==> src/rtl/cache_miss_arbiter.sv <==
// Arbitrates I-cache misses, D-cache misses and D write-through stores onto the single memory4c port.
// Define MISS_ARB_PERF_CNT_EN to add the saturating per-cache fill counters i_fill_cnt / d_fill_cnt.
module cache_miss_arbiter #(
   parameter int unsigned ADDR_W        = 16,
   parameter int unsigned DATA_W        = 16,
   parameter int unsigned WORDS_PER_BLK = 8
) (
   input  logic                             clk,
   input  logic                             rst_n,
   input  logic                             i_miss,
   input  logic [ADDR_W-1:0]                i_miss_addr,
   input  logic                             d_miss,
   input  logic [ADDR_W-1:0]                d_miss_addr,
   input  logic                             d_wr_req,
   input  logic [ADDR_W-1:0]                d_wr_addr,
   input  logic [DATA_W-1:0]                d_wr_data,
   output logic [ADDR_W-1:0]                mem_addr,
   output logic [DATA_W-1:0]                mem_data_in,
   output logic                             mem_en,
   output logic                             mem_wr,
   input  logic [DATA_W-1:0]                mem_data_out,
   input  logic                             mem_data_valid,
   output logic [DATA_W-1:0]                fill_data,
   output logic [$clog2(WORDS_PER_BLK)-1:0] fill_word,
   output logic                             i_data_we,
   output logic                             i_tag_we,
   output logic                             d_data_we,
   output logic                             d_tag_we,
   output logic                             i_stall,
   output logic                             d_stall,
   output logic                             busy
`ifdef MISS_ARB_PERF_CNT_EN
  ,output logic [15:0]                      i_fill_cnt,
   output logic [15:0]                      d_fill_cnt
`endif
);

   localparam int unsigned IDX_W  = $clog2(WORDS_PER_BLK);
   localparam int unsigned BYTE_W = $clog2(DATA_W / 8);
   localparam int unsigned OFF_W  = IDX_W + BYTE_W;
   localparam logic [IDX_W:0]   BLK_WORDS = WORDS_PER_BLK[IDX_W:0];
   localparam logic [IDX_W-1:0] LAST_WORD = IDX_W'(WORDS_PER_BLK - 1);

   typedef enum logic       {ST_IDLE, ST_FILL}        state_e;
   typedef enum logic [1:0] {GR_NONE, GR_I, GR_D}     grant_e;

   state_e            state_q, state_d;
   grant_e            grant_q, grant_d;
   logic [ADDR_W-1:0] base_q, base_d;
   logic [IDX_W:0]    issue_q, issue_d;
   logic [IDX_W-1:0]  recv_q, recv_d;

   logic              mem_en_c, mem_wr_c;
   logic [ADDR_W-1:0] mem_addr_c;
   logic [DATA_W-1:0] mem_data_in_c;

   always_comb begin
      state_d       = state_q;
      grant_d       = grant_q;
      base_d        = base_q;
      issue_d       = issue_q;
      recv_d        = recv_q;
      mem_en_c      = 1'b0;
      mem_wr_c      = 1'b0;
      mem_addr_c    = '0;
      mem_data_in_c = '0;
      i_data_we     = 1'b0;
      d_data_we     = 1'b0;
      i_tag_we      = 1'b0;
      d_tag_we      = 1'b0;
      unique case (state_q)
         ST_IDLE: begin
            if (d_miss) begin
               grant_d = GR_D;
               base_d  = {d_miss_addr[ADDR_W-1:OFF_W], {OFF_W{1'b0}}};
               state_d = ST_FILL;
            end else if (d_wr_req) begin
               mem_en_c      = 1'b1;
               mem_wr_c      = 1'b1;
               mem_addr_c    = d_wr_addr;
               mem_data_in_c = d_wr_data;
            end else if (i_miss) begin
               grant_d = GR_I;
               base_d  = {i_miss_addr[ADDR_W-1:OFF_W], {OFF_W{1'b0}}};
               state_d = ST_FILL;
            end
         end
         ST_FILL: begin
            // Read issue and data return run independently; memory latency separates them.
            if (issue_q < BLK_WORDS) begin
               mem_en_c   = 1'b1;
               mem_addr_c = base_q | (ADDR_W'(issue_q[IDX_W-1:0]) << BYTE_W);
               issue_d    = issue_q + 1'b1;
            end
            if (mem_data_valid) begin
               i_data_we = (grant_q == GR_I);
               d_data_we = (grant_q == GR_D);
               recv_d    = recv_q + 1'b1;
               if (recv_q == LAST_WORD) begin
                  i_tag_we = (grant_q == GR_I);
                  d_tag_we = (grant_q == GR_D);
                  state_d  = ST_IDLE;
                  grant_d  = GR_NONE;
                  issue_d  = '0;
                  recv_d   = '0;
               end
            end
         end
      endcase
   end

   always_ff @(posedge clk or negedge rst_n) begin
      if (!rst_n) begin
         state_q <= ST_IDLE;
         grant_q <= GR_NONE;
         base_q  <= '0;
         issue_q <= '0;
         recv_q  <= '0;
      end else begin
         state_q <= state_d;
         grant_q <= grant_d;
         base_q  <= base_d;
         issue_q <= issue_d;
         recv_q  <= recv_d;
      end
   end

   // The store path and stalls follow inputs combinationally, so rst_n masks them to hold every output at 0.
   assign busy        = (state_q == ST_FILL);
   assign mem_en      = rst_n & mem_en_c;
   assign mem_wr      = rst_n & mem_wr_c;
   assign mem_addr    = rst_n ? mem_addr_c : '0;
   assign mem_data_in = rst_n ? mem_data_in_c : '0;
   assign fill_data   = (rst_n && busy) ? mem_data_out : '0;
   assign fill_word   = recv_q;
   assign i_stall     = rst_n & (i_miss | (busy & (grant_q == GR_I)));
   assign d_stall     = rst_n & (d_miss | (busy & (grant_q == GR_D)) | (d_wr_req & (busy | d_miss)));

`ifdef MISS_ARB_PERF_CNT_EN
   logic [15:0] i_fill_cnt_q, d_fill_cnt_q;

   always_ff @(posedge clk or negedge rst_n) begin
      if (!rst_n) begin
         i_fill_cnt_q <= '0;
         d_fill_cnt_q <= '0;
      end else begin
         if (i_tag_we && (i_fill_cnt_q != '1)) i_fill_cnt_q <= i_fill_cnt_q + 16'd1;
         if (d_tag_we && (d_fill_cnt_q != '1)) d_fill_cnt_q <= d_fill_cnt_q + 16'd1;
      end
   end

   assign i_fill_cnt = i_fill_cnt_q;
   assign d_fill_cnt = d_fill_cnt_q;
`endif

endmodule

==> config.mk <==
export PLATFORM = sky130hd
export DESIGN_NAME = cache_miss_arbiter
export DESIGN_NICKNAME = d
export VERILOG_FILES = /design/src/rtl/cache_miss_arbiter.sv
export SDC_FILE = /design/constraint.sdc
export NUM_CORES = 1
export LEC_CHECK = 0
export ABC_AREA = 1
export CAP_MARGIN = 30
export CORE_ASPECT_RATIO = 1.25
export CORE_MARGIN = 4
export CORE_UTILIZATION = 60
export DETAILED_ROUTE_END_ITERATION = 10
export DONT_BUFFER_PORTS = 1
export GPL_TIMING_DRIVEN = 0
export PLACE_DENSITY = 0.76
export SLEW_MARGIN = 20
export SYNTH_ARGS = -nofsm -noshare
export SYNTH_HDL_FRONTEND = slang
export SYNTH_SLANG_ARGS = --single-unit
==> constraint.sdc <==
create_clock -name clk -period 1.9 [get_ports clk]
set_clock_uncertainty 0.2 [all_clocks]
set_input_delay 0.095 -clock clk [delete_from_list [all_inputs] [get_ports clk]]
set_output_delay 0.095 -clock clk [all_outputs]
set_load 0.005 [all_outputs]
==> impl_metrics.json <==
{
  "antenna_found_initial": 0,
  "pwr_density_cell_mw_per_mm2": 921,
  "wl_per_cell_um": 16.2,
  "grt_overflow": 0,
  "rrSetupSlack_ps": 310,
  "grt_pass1_wl_mm": 9.04,
  "worst_pin_slew_ps": 498,
  "end_kind": "output port",
  "worstPathRequired_ps": 1600,
  "post-route-period-util": 0.927,
  "gp_congestion": 0.815,
  "cp-start-kind": "flop",
  "drc": 0,
  "drtIter0Drc": 104,
  "antenna_left": 0,
  "dp_cells": 334,
  "timing.fmax_mhz": 567,
  "clkSinkCount": 22,
  "finalCoreUtilization": 0.754,
  "finalWorstSetupSlack_ps": 138,
  "grt_pass1_vias": 1934,
  "critPathKind": "reg2out",
  "dr.pass1.iters": 5,
  "clockBufferDepth": 2,
  "p_seq_frac": 0.429,
  "timing.hold.ws_ps": 48.6,
  "netSwitchingFraction": 0.429,
  "ys_ff_latch": 22,
  "pin_count": 146,
  "clkLatencyLatePin_ps": 330,
  "syn_area_per_cell_um2": 6.15,
  "period_needed_ps": 1760,
  "hpwl_mm": 3.76,
  "synthTopCellsByArea": "dfrtp_1, nand2_1, inv_1, nand3_1, nor2_1",
  "vias": 2042,
  "hold_viol": 0,
  "start_util": 0.622,
  "p_int_mw": 1.17,
  "clk_pin_slew_ps": 130,
  "diodes": 0,
  "synthesis.area_mm2": 0.00183,
  "wl_mm": 5.96,
  "pwr-share-clk": 0.136,
  "synth_top_cell_by_area": "dfrtp_1",
  "rsz0062_at_grt": "false",
  "power.total_mw": 2.05,
  "setup_viol": 0,
  "placed_area_mm2": 0.00188,
  "design_area_mm2": 0.00222,
  "portBuffers": 0,
  "cts_root_buffer": "clkbuf_4",
  "netlist.area_leader.share": 0.300,
  "cts_max_level": 1,
  "die_y_um": 69.8,
  "setup_tns_ps": 0,
  "power_frac_comb": 0.436,
  "arrival_ps": 1470,
  "cts_buffers": 3,
  "syn_inst": 298,
  "yosysUniqueCellTypes": 21,
  "maxSlewViolCount": 0,
  "grt_max_degree": 23,
  "ys_seq_area_frac": 0.300,
  "syn_nets": 389,
  "syn_to_final_growth_pct": 21.2,
  "power_leakage_nw": 1.34,
  "layout-drive-gt1-share": 0.111,
  "switchingPower_uw": 879,
  "cts_tree": "done",
  "avgViaCountPerCell": 5.53,
  "die_area_mm2": 0.00401,
  "core_mm2": 0.00295,
  "hp-class": "in2async",
  "stdcell_count": 369,
  "maxSlewHeadroom": 0.668,
  "place_ws_ps": 405,
  "ir_drop_mv": 0.736,
  "nNetsFinal": 425,
  "timing.max_cap.violations": 0,
  "critPathMaxFanout": 10,
  "yosysWarnings": 0,
  "die_x_um": 57.4,
  "status": "complete, no violations",
  "num_rows": 22,
  "track_usage": 0.288
}
-- cells in the final DEF (no fill, tap or decap), types with 2 or more instances in the layout --
master,n
nand2_1,93
inv_1,62
nor2_1,40
nand3_1,33
dlygate4sd3_1,29
dfrtp_1,22
o21ai_2,11
buf_2,7
o21ai_0,6
ha_1,5
buf_4,3
buf_6,3
clkbuf_4,3
nor2_4,2
inv_2,2
nand2_2,2
nor3_1,2
-- metal layers --
layer,up-vias,global-route usage,wire length [um]
met5,-,0,0
met1,898,0.292,1990
li1,962,-,-
met2,149,0.543,3100
met3,33,0.0577,604
met4,0,0.126,267
-- registers in the layout, indices dropped and copies added, names as in the netlist --
| signal | count |
|---|---|
| busy | 1 |
| issue_q | 4 |
| fill_word | 3 |
| base_q | 12 |
| grant_q | 2 |
-- Yosys cell counts --
library cell / instances
a21oi_1: 1
buf_2: 6
buf_4: 3
buf_6: 3
dfrtp_1: 22
ha_1: 5
inv_1: 62
inv_2: 2
nand2_1: 93
nand2_2: 2
nand2_4: 1
nand3_1: 33
nand3_2: 1
nand3_4: 1
nand4_1: 1
nor2_1: 40
nor2_4: 2
nor3_1: 2
o21a_1: 1
o21ai_0: 6
o21ai_2: 11
-- critical path, cell delays in order, from the launching register on --
cell     delay (ps)
dfrtp_1         490
buf_4           240
buf_4           190
nand3_1         110
o21ai_2         100
-- area by class of cell --
| class | instances | area (um2) |
|---|---|---|
| plain buffers | 12 | 86.3 |
| clock buffers | 4 | 36.3 |
| fillers | 235 | 723 |
| inverters | 64 | 240 |
| multi-input cells | 200 | 956 |
| flip-flops and latches | 22 | 551 |
| well taps | 36 | 45.0 |
| repair buffers | 31 | 308 |
-- power by group through the flow --
stage | Sequential (mW) | Combinational [mW] | Clock, mW
floorplan | 0.832 | 0.662 | 0
global placement | 0.869 | 0.770 | 0
detailed placement | 0.882 | 0.794 | 0
CTS | 0.871 | 0.866 | 0.270
global route | 0.909 | 1.01 | 0.297
finish | 0.878 | 0.892 | 0.278
-- kinds of logic after synthesis --
group / synth area share
compound gates: 0.0758
simple gates: 0.412
flops: 0.300
fa+ha+maj: 0.0341
buf+inv: 0.178
-- worst paths after layout --
path | to | depth (start not counted) | startpoint
hold / removal | fill_word[0] | 2 | rst_n
setup reg to reg | grant_q[0] | 4 | busy
hold reg to reg | grant_q[0] | 2 | grant_q[0]
setup / recovery | mem_addr[10] | 4 | busy
min in group clk | mem_data_in[15] | 2 | d_wr_data[15]
max in group asynchronous | base_q[8] | 2 | rst_n
-- what timing repair did --
action,in CTS,in global routing
gates resized for setup,0,1
endpoints found under the hold margin,44,22
hold buffers,30,1
endpoints found under the setup margin,0,6
buffers inserted,0,0
Note: power is estimated with default switching activity, not from simulation.
